$ cat config.mk
export PLATFORM = sky130hd
export DESIGN_NAME = service_window_bank
export DESIGN_NICKNAME = d
export VERILOG_FILES = /design/src/rtl/service_window_bank.sv
export SDC_FILE = /design/constraint.sdc
export NUM_CORES = 1
export LEC_CHECK = 0
export CAP_MARGIN = 30
export CORE_MARGIN = 10
export CORE_UTILIZATION = 58
export CTS_BUF_LIST = sky130_fd_sc_hd__clkbuf_16
export CTS_CLUSTER_SIZE = 40
export DETAILED_ROUTE_END_ITERATION = 8
export PLACE_DENSITY = 0.81
export SLEW_MARGIN = 20
export SYNTH_ARGS = -nofsm -noshare
export SYNTH_HDL_FRONTEND = slang
export SYNTH_SLANG_ARGS = --single-unit
$ cat constraint.sdc
create_clock -name CLK -period 3.4 [get_ports CLK]
set_input_delay 1.02 -clock CLK [delete_from_list [all_inputs] [get_ports CLK]]
set_output_delay 1.02 -clock CLK [all_outputs]
set_load 0.02 [all_outputs]
$ cat src/rtl/service_window_bank.sv
// service_window_bank: bank of NCH independent, TICK-timed service windows
//   CLK       rising-edge clock
//   RSTN      synchronous active-low reset
//   TICK      shared count enable
//   START     per-channel open request
//   ABORT     per-channel close-without-completion request
//   SWLEN     per-channel window length, channel i at [i*W +: W]
//   SWSTAT    per-channel status, 1 = idle, 0 = open (registered)
//   SWDONE    per-channel one-cycle expiry pulse (registered)
//   ANY_OPEN  high while any channel is open
// Optional: define SWB_RETRIGGER_EN to let START restart an open window.
module service_window_bank #(
  parameter int NCH = 4,
  parameter int W   = 16
) (
  input  logic           CLK,
  input  logic           RSTN,
  input  logic           TICK,
  input  logic [NCH-1:0] START,
  input  logic [NCH-1:0] ABORT,
  input  logic [NCH*W-1:0] SWLEN,
  output logic [NCH-1:0] SWSTAT,
  output logic [NCH-1:0] SWDONE,
  output logic           ANY_OPEN
);
`ifdef SWB_RETRIGGER_EN
  localparam bit RETRIG = 1'b1;
`else
  localparam bit RETRIG = 1'b0;
`endif
  typedef enum logic {IDLE = 1'b0, OPEN = 1'b1} st_e;
  st_e            st_q  [NCH];
  st_e            st_d  [NCH];
  logic [W-1:0]   cnt_q [NCH];
  logic [W-1:0]   cnt_d [NCH];
  logic [W-1:0]   len_q [NCH];
  logic [W-1:0]   len_d [NCH];
  logic [NCH-1:0] done_q, done_d;
  always_ff @(posedge CLK) begin
    for (int i = 0; i < NCH; i++) begin
      st_q[i]  <= RSTN ? st_d[i]  : IDLE;
      cnt_q[i] <= RSTN ? cnt_d[i] : '0;
      len_q[i] <= RSTN ? len_d[i] : '0;
    end
    done_q <= RSTN ? done_d : '0;
  end
  // ABORT outranks START and expiry; expiry fires at length-1 so the counter never wraps
  always_comb begin
    done_d = '0;
    for (int i = 0; i < NCH; i++) begin
      st_d[i]  = st_q[i];
      cnt_d[i] = cnt_q[i];
      len_d[i] = len_q[i];
      if (START[i] && !ABORT[i] && (st_q[i] == IDLE || RETRIG)) begin
        len_d[i]  = SWLEN[i*W +: W];
        cnt_d[i]  = '0;
        st_d[i]   = (SWLEN[i*W +: W] != '0) ? OPEN : IDLE;
        done_d[i] = (SWLEN[i*W +: W] == '0);
      end else if (st_q[i] == OPEN && ABORT[i]) begin
        st_d[i]  = IDLE;
        cnt_d[i] = '0;
      end else if (st_q[i] == OPEN && TICK) begin
        done_d[i] = (cnt_q[i] == len_q[i] - W'(1));
        st_d[i]   = done_d[i] ? IDLE : OPEN;
        cnt_d[i]  = done_d[i] ? '0 : cnt_q[i] + W'(1);
      end
    end
  end
  always_comb begin
    for (int i = 0; i < NCH; i++) SWSTAT[i] = (st_q[i] == IDLE);
    SWDONE = done_q;
  end
  assign ANY_OPEN = ~&SWSTAT;
endmodule

Word level (Yosys, flattened, before mapping)
Memory sizes are Yosys's and may differ from the RTL's.
Cells that the tools add are included.
Operators by class
  bitwise logic cells: 4
  muxes and demuxes: 64
  equal/unequal tests: 4
  reductions and logical operators: 30
  $add $sub $neg: 8
Operators by type and width (number)
  $mux W16: 28
  $add A16 B1 Y16 const B: 4
  $eq A16 B16 Y1: 4
  $logic_not A16 Y1: 4
  $reduce_bool A16 Y1: 4
  $sub A16 B1 Y16 const B: 4
  $mux W1: 36
  $logic_and A1 B1 Y1: 16
  $logic_not A1 Y1: 5
  $not A1 Y1: 4
  $reduce_and A4 Y1: 1
Word-level totals
  bits of input ports: 75
  memories kept: 3
  output and inout port bits: 9
  bits in writable memories: 132
  register bits: 4
  word-level logic and storage cells: 114
Memory list
  cnt_q: words 4, bits a word 16, read ports 4, clocked after Yosys merged registers in 0, write ports 4, line 34  | logic [W-1:0] cnt_q [NCH];
  len_q: words 4, bits a word 16, read ports 4, clocked after Yosys merged registers in 0, write ports 4, line 36  | logic [W-1:0] len_q [NCH];
  st_q: words 4, bits a word 1, read ports 4, clocked after Yosys merged registers in 0, write ports 4, line 32  | st_e st_q [NCH];

Logic depth before layout (Yosys ltp)
  word-level depth: 7
  mapped depth: 12
  gate-level depth less buffers: 9

Least setup slack after synthesis
No wires, ideal clock.
  path kind: reg-to-reg
  start: memory len_q[0][0]
  end: memory cnt_q[0][10]
  data arrival time: 2.791 ns
  setup time: 0.130 ns
  cell stages (with the launch flop): 13
  clock period less this slack: 2.921 ns
  required time: 3.270 ns
  slack: 0.479 ns
  path buffers: 3
  path through: dfxtp_1 -> clkbuf_1 -> inv_1 -> ha_1 -> or4b_1 -> buf_2 -> or3_1 -> a211oi_2 -> o211ai_1 -> or4_4 -> nor2_8 -> buf_6 -> nor3_1
RTL lines (line)
  from (decl): 36
  to (decl): 34

==> run_results.csv <==
group,metric,value,unit
outcome,status,"complete, no violations",
floorplan,die_x,138,um
cells_and_area,drive_above_1_share,0.0623,
place,post-place-cells,1273,
synthesis,syn_nets,1139,
grt,grt_pass1_wl,33800,um
worst_setup_path,reg2regPathDepth,9,
synthesis,netlist_instances,1056,
route,wl,20300,um
sta,hold_viol,0,
cts,cts_root_buf,"clkbuf_16",
sta,setup_viol,0,
worst_setup_path,worstSetupPathType,"reg -> reg",
route,firstDrtPassIters,5,
sta,rsz0062_at_grt,"false",
cts,numCtsBuffers,17,
sta,maxSlewHeadroom,0.474,
route,ant_nets,0,
cts,cts-resized-gates,0,
worst_setup_path,cp.arrival,3.40,ns
route,vias,7646,
worst_setup_path,r2r_setup_slack,0.31,ns
floorplan,die_h,138,um
cts,cts_tree,"yes",
grt,groute.usage.overall,0.204,
route,via_per_inst,5.86,
floorplan,io_pins,84,
grt,antenna_found_initial,0,
sta,max_freq,0.324,GHz
power,powerDensity,430,mW/mm2
cells_and_area,area_growth,18.5,%
cells_and_area,final_nets,1195,
floorplan,coreArea,0.0138,mm2
place,hpwlAfterDp,14800,um
route,drt-wirelength-per-cell,15.5,um
power,vdd_drop_max,0.000334,V
cts,cts_hold_buf,0,
synthesis,synth_edf_count,0,
grt,grt_pass1_vias,7041,
floorplan,start_util,0.589,
synthesis,synth.top_cells.by_area,"dfxtp_1 (34%), nand2_1 (8.2%), xnor2_1 (8.0%)",
floorplan,die_area,0.0191,mm2
sta,slew_violations,0,
synthesis,synth-main-ff-cell,"dfxtp_1",
route,drc_errors,0,
synthesis,synth-seq-cells,136,
synthesis,ys_types,79,
route,drtIter0Drc,727,
synthesis,synthTopCellsByCount,"nand2_1 (178), dfxtp_1 (136), a21oi_1 (74), xnor2_1 (74), nor2_1 (72)",
sta,finalCriticalPeriod,3.09,ns
grt,gr-total-overflow,0,
place,dp_slack,0.286,ns
run,drv_cap,0,
cts,clockBufferDepth,2,
cts,clock_sinks,136,
synthesis,yosysWarningCount,0,
worst_setup_path,critPathMaxStageDelay,0.67,ns
power,p_leak,0.00357,uW
worst_setup_path,required,3.71,ns
synthesis,synth_top_cell_by_area,"dfxtp_1",
worst_hold_path,hp-class,"reg -> reg",
sta,fin_tns_setup,0,ns
place,gp_congestion,0.959,
worst_setup_path,crit_chain,"inv_1 > ha_1 > or4b_2 > nor4_1 > a311o_1 > nor2_1 > and4bb_1 > nand4_1 > and3_1",
cells_and_area,instances_no_fill,1304,
worst_setup_path,end_kind,"flip-flop",
synthesis,yosysMostFrequentCell,"nand2_1",
sta,tightest_slew,0.782,ns
synthesis,yosysSeqAreaShare,0.336,
synthesis,avgSynthCellArea,7.68,um2
cells_and_area,num_antenna_cells,0,
worst_setup_path,crit_path_top_delay_cell,"or4b_2",
cts,htree_levels,4,
synthesis,yosysTopAreaCellShare,0.336,
synthesis,async_flop_share,0,
cts,cts.clk_slew.worst_paths,0.06,ns
worst_setup_path,startpoint_type,"flip-flop",
sta,finalCritPeriodShare,0.908,
synthesis,syn-cell-area,0.00811,mm2
sta,finClkSkew,0.00778,ns
worst_setup_path,crit_fanout,14,
cts,worstSkewPairLatency,0.42,ns
cts,cts_setup_buffers,0,
grt,grt_max_degree,68,
place,port_buffers,83,
worst_hold_path,whs_path_depth,2,
sta,timing.final.ws_setup,0.313,ns
floorplan,rows,43,
==> layer usage <==
layer	wire length, um	global-route usage	vias up
met5	0	0	-
met4	302	0.0705	0
met3	930	0.0452	25
met2	9220	0.317	213
met1	9800	0.272	3567
li1	-	-	3841
==> final timing paths <==
kind | from | end
setup / recovery | len_q[3][0] | cnt_q[3][14]
hold / removal | len_q[2][15] | len_q[2][15]
setup reg to reg | len_q[3][0] | cnt_q[3][14]
hold reg to reg | len_q[2][15] | len_q[2][15]
==> placed cells by master (no fill, tap or decap), types with 16 or more instances in the layout <==
master           netlist  layout
a21oi_1               74      74
nand3_1               50      50
clkbuf_16              0      17
inv_1                 31      33
nor4_1                35      35
nand4_1               26      26
nor3_1                38      38
nand2_1              178     178
xnor2_1               74      74
buf_4                  1      16
dfxtp_1              136     136
clkdlybuf4s50_1        0      83
xor2_1                50      50
nor2_1                72      72
and3_1                36      36
==> power breakdown <==
part           total (uW)  internal (uW)  switching [uW]
Sequential           1690           1630            61.3
Combinational         635            307             328
Clock                1800           1130             678
Total                4130           3070            1070
==> cells by family (layout without fill, tap and decap cells) <==
| kind of cell | Yosys count | in the layout | synth area share |
|---|---|---|---|
| muxes | 5 | 5 | 0.00648 |
| xor gates and xnor gates | 124 | 124 | 0.134 |
| and+or+nand+nor | 526 | 526 | 0.333 |
| adders and majority gates | 8 | 8 | 0.0123 |
| buffers and inverters | 94 | 162 | 0.0474 |
| AOI/OAI and AO/OA | 163 | 163 | 0.131 |
| DFF | 136 | 136 | 0.336 |
==> worst max-delay path, delay by kind of cell (launching register included) <==
family | cells | cell delay [ns]
AO/OA/AOI/OAI | 1 | 0.15
flip-flops | 1 | 0.36
AND/OR/NAND/NOR | 6 | 2.14
buffers and inverters | 1 | 0.08
adder cells (fa/ha/maj) | 1 | 0.26
==> through the flow <==
stage           util  hold slack [ns]  instance area [um2]  total power, uW
5_1_grt        0.697            0.510                 9600             4310
6_report       0.697            0.471                 9600             4130
3_5_place_dp   0.656            0.467                 9040             2350
2_1_floorplan      -            0.448                 8110             2140
3_3_place_gp   0.656            0.460                 9040             2340
4_1_cts        0.697            0.474                 9600             4150
==> flip-flops by register name, indices dropped and copies added (netlist names) <==
register	flops
cnt_q	64
len_q	64
SWDONE	4
st_q	4
==> final cells by class <==
class,instances,area [um2]
Fill cell,1121,4170
Inverter,31,116
Sequential cell,136,2720
Multi-Input combinational cell,826,5000
Timing Repair Buffer,100,971
Clock buffer,17,425
Clock inverter,14,143
Tap cell,180,225
Power figures use the tool's default switching activity.
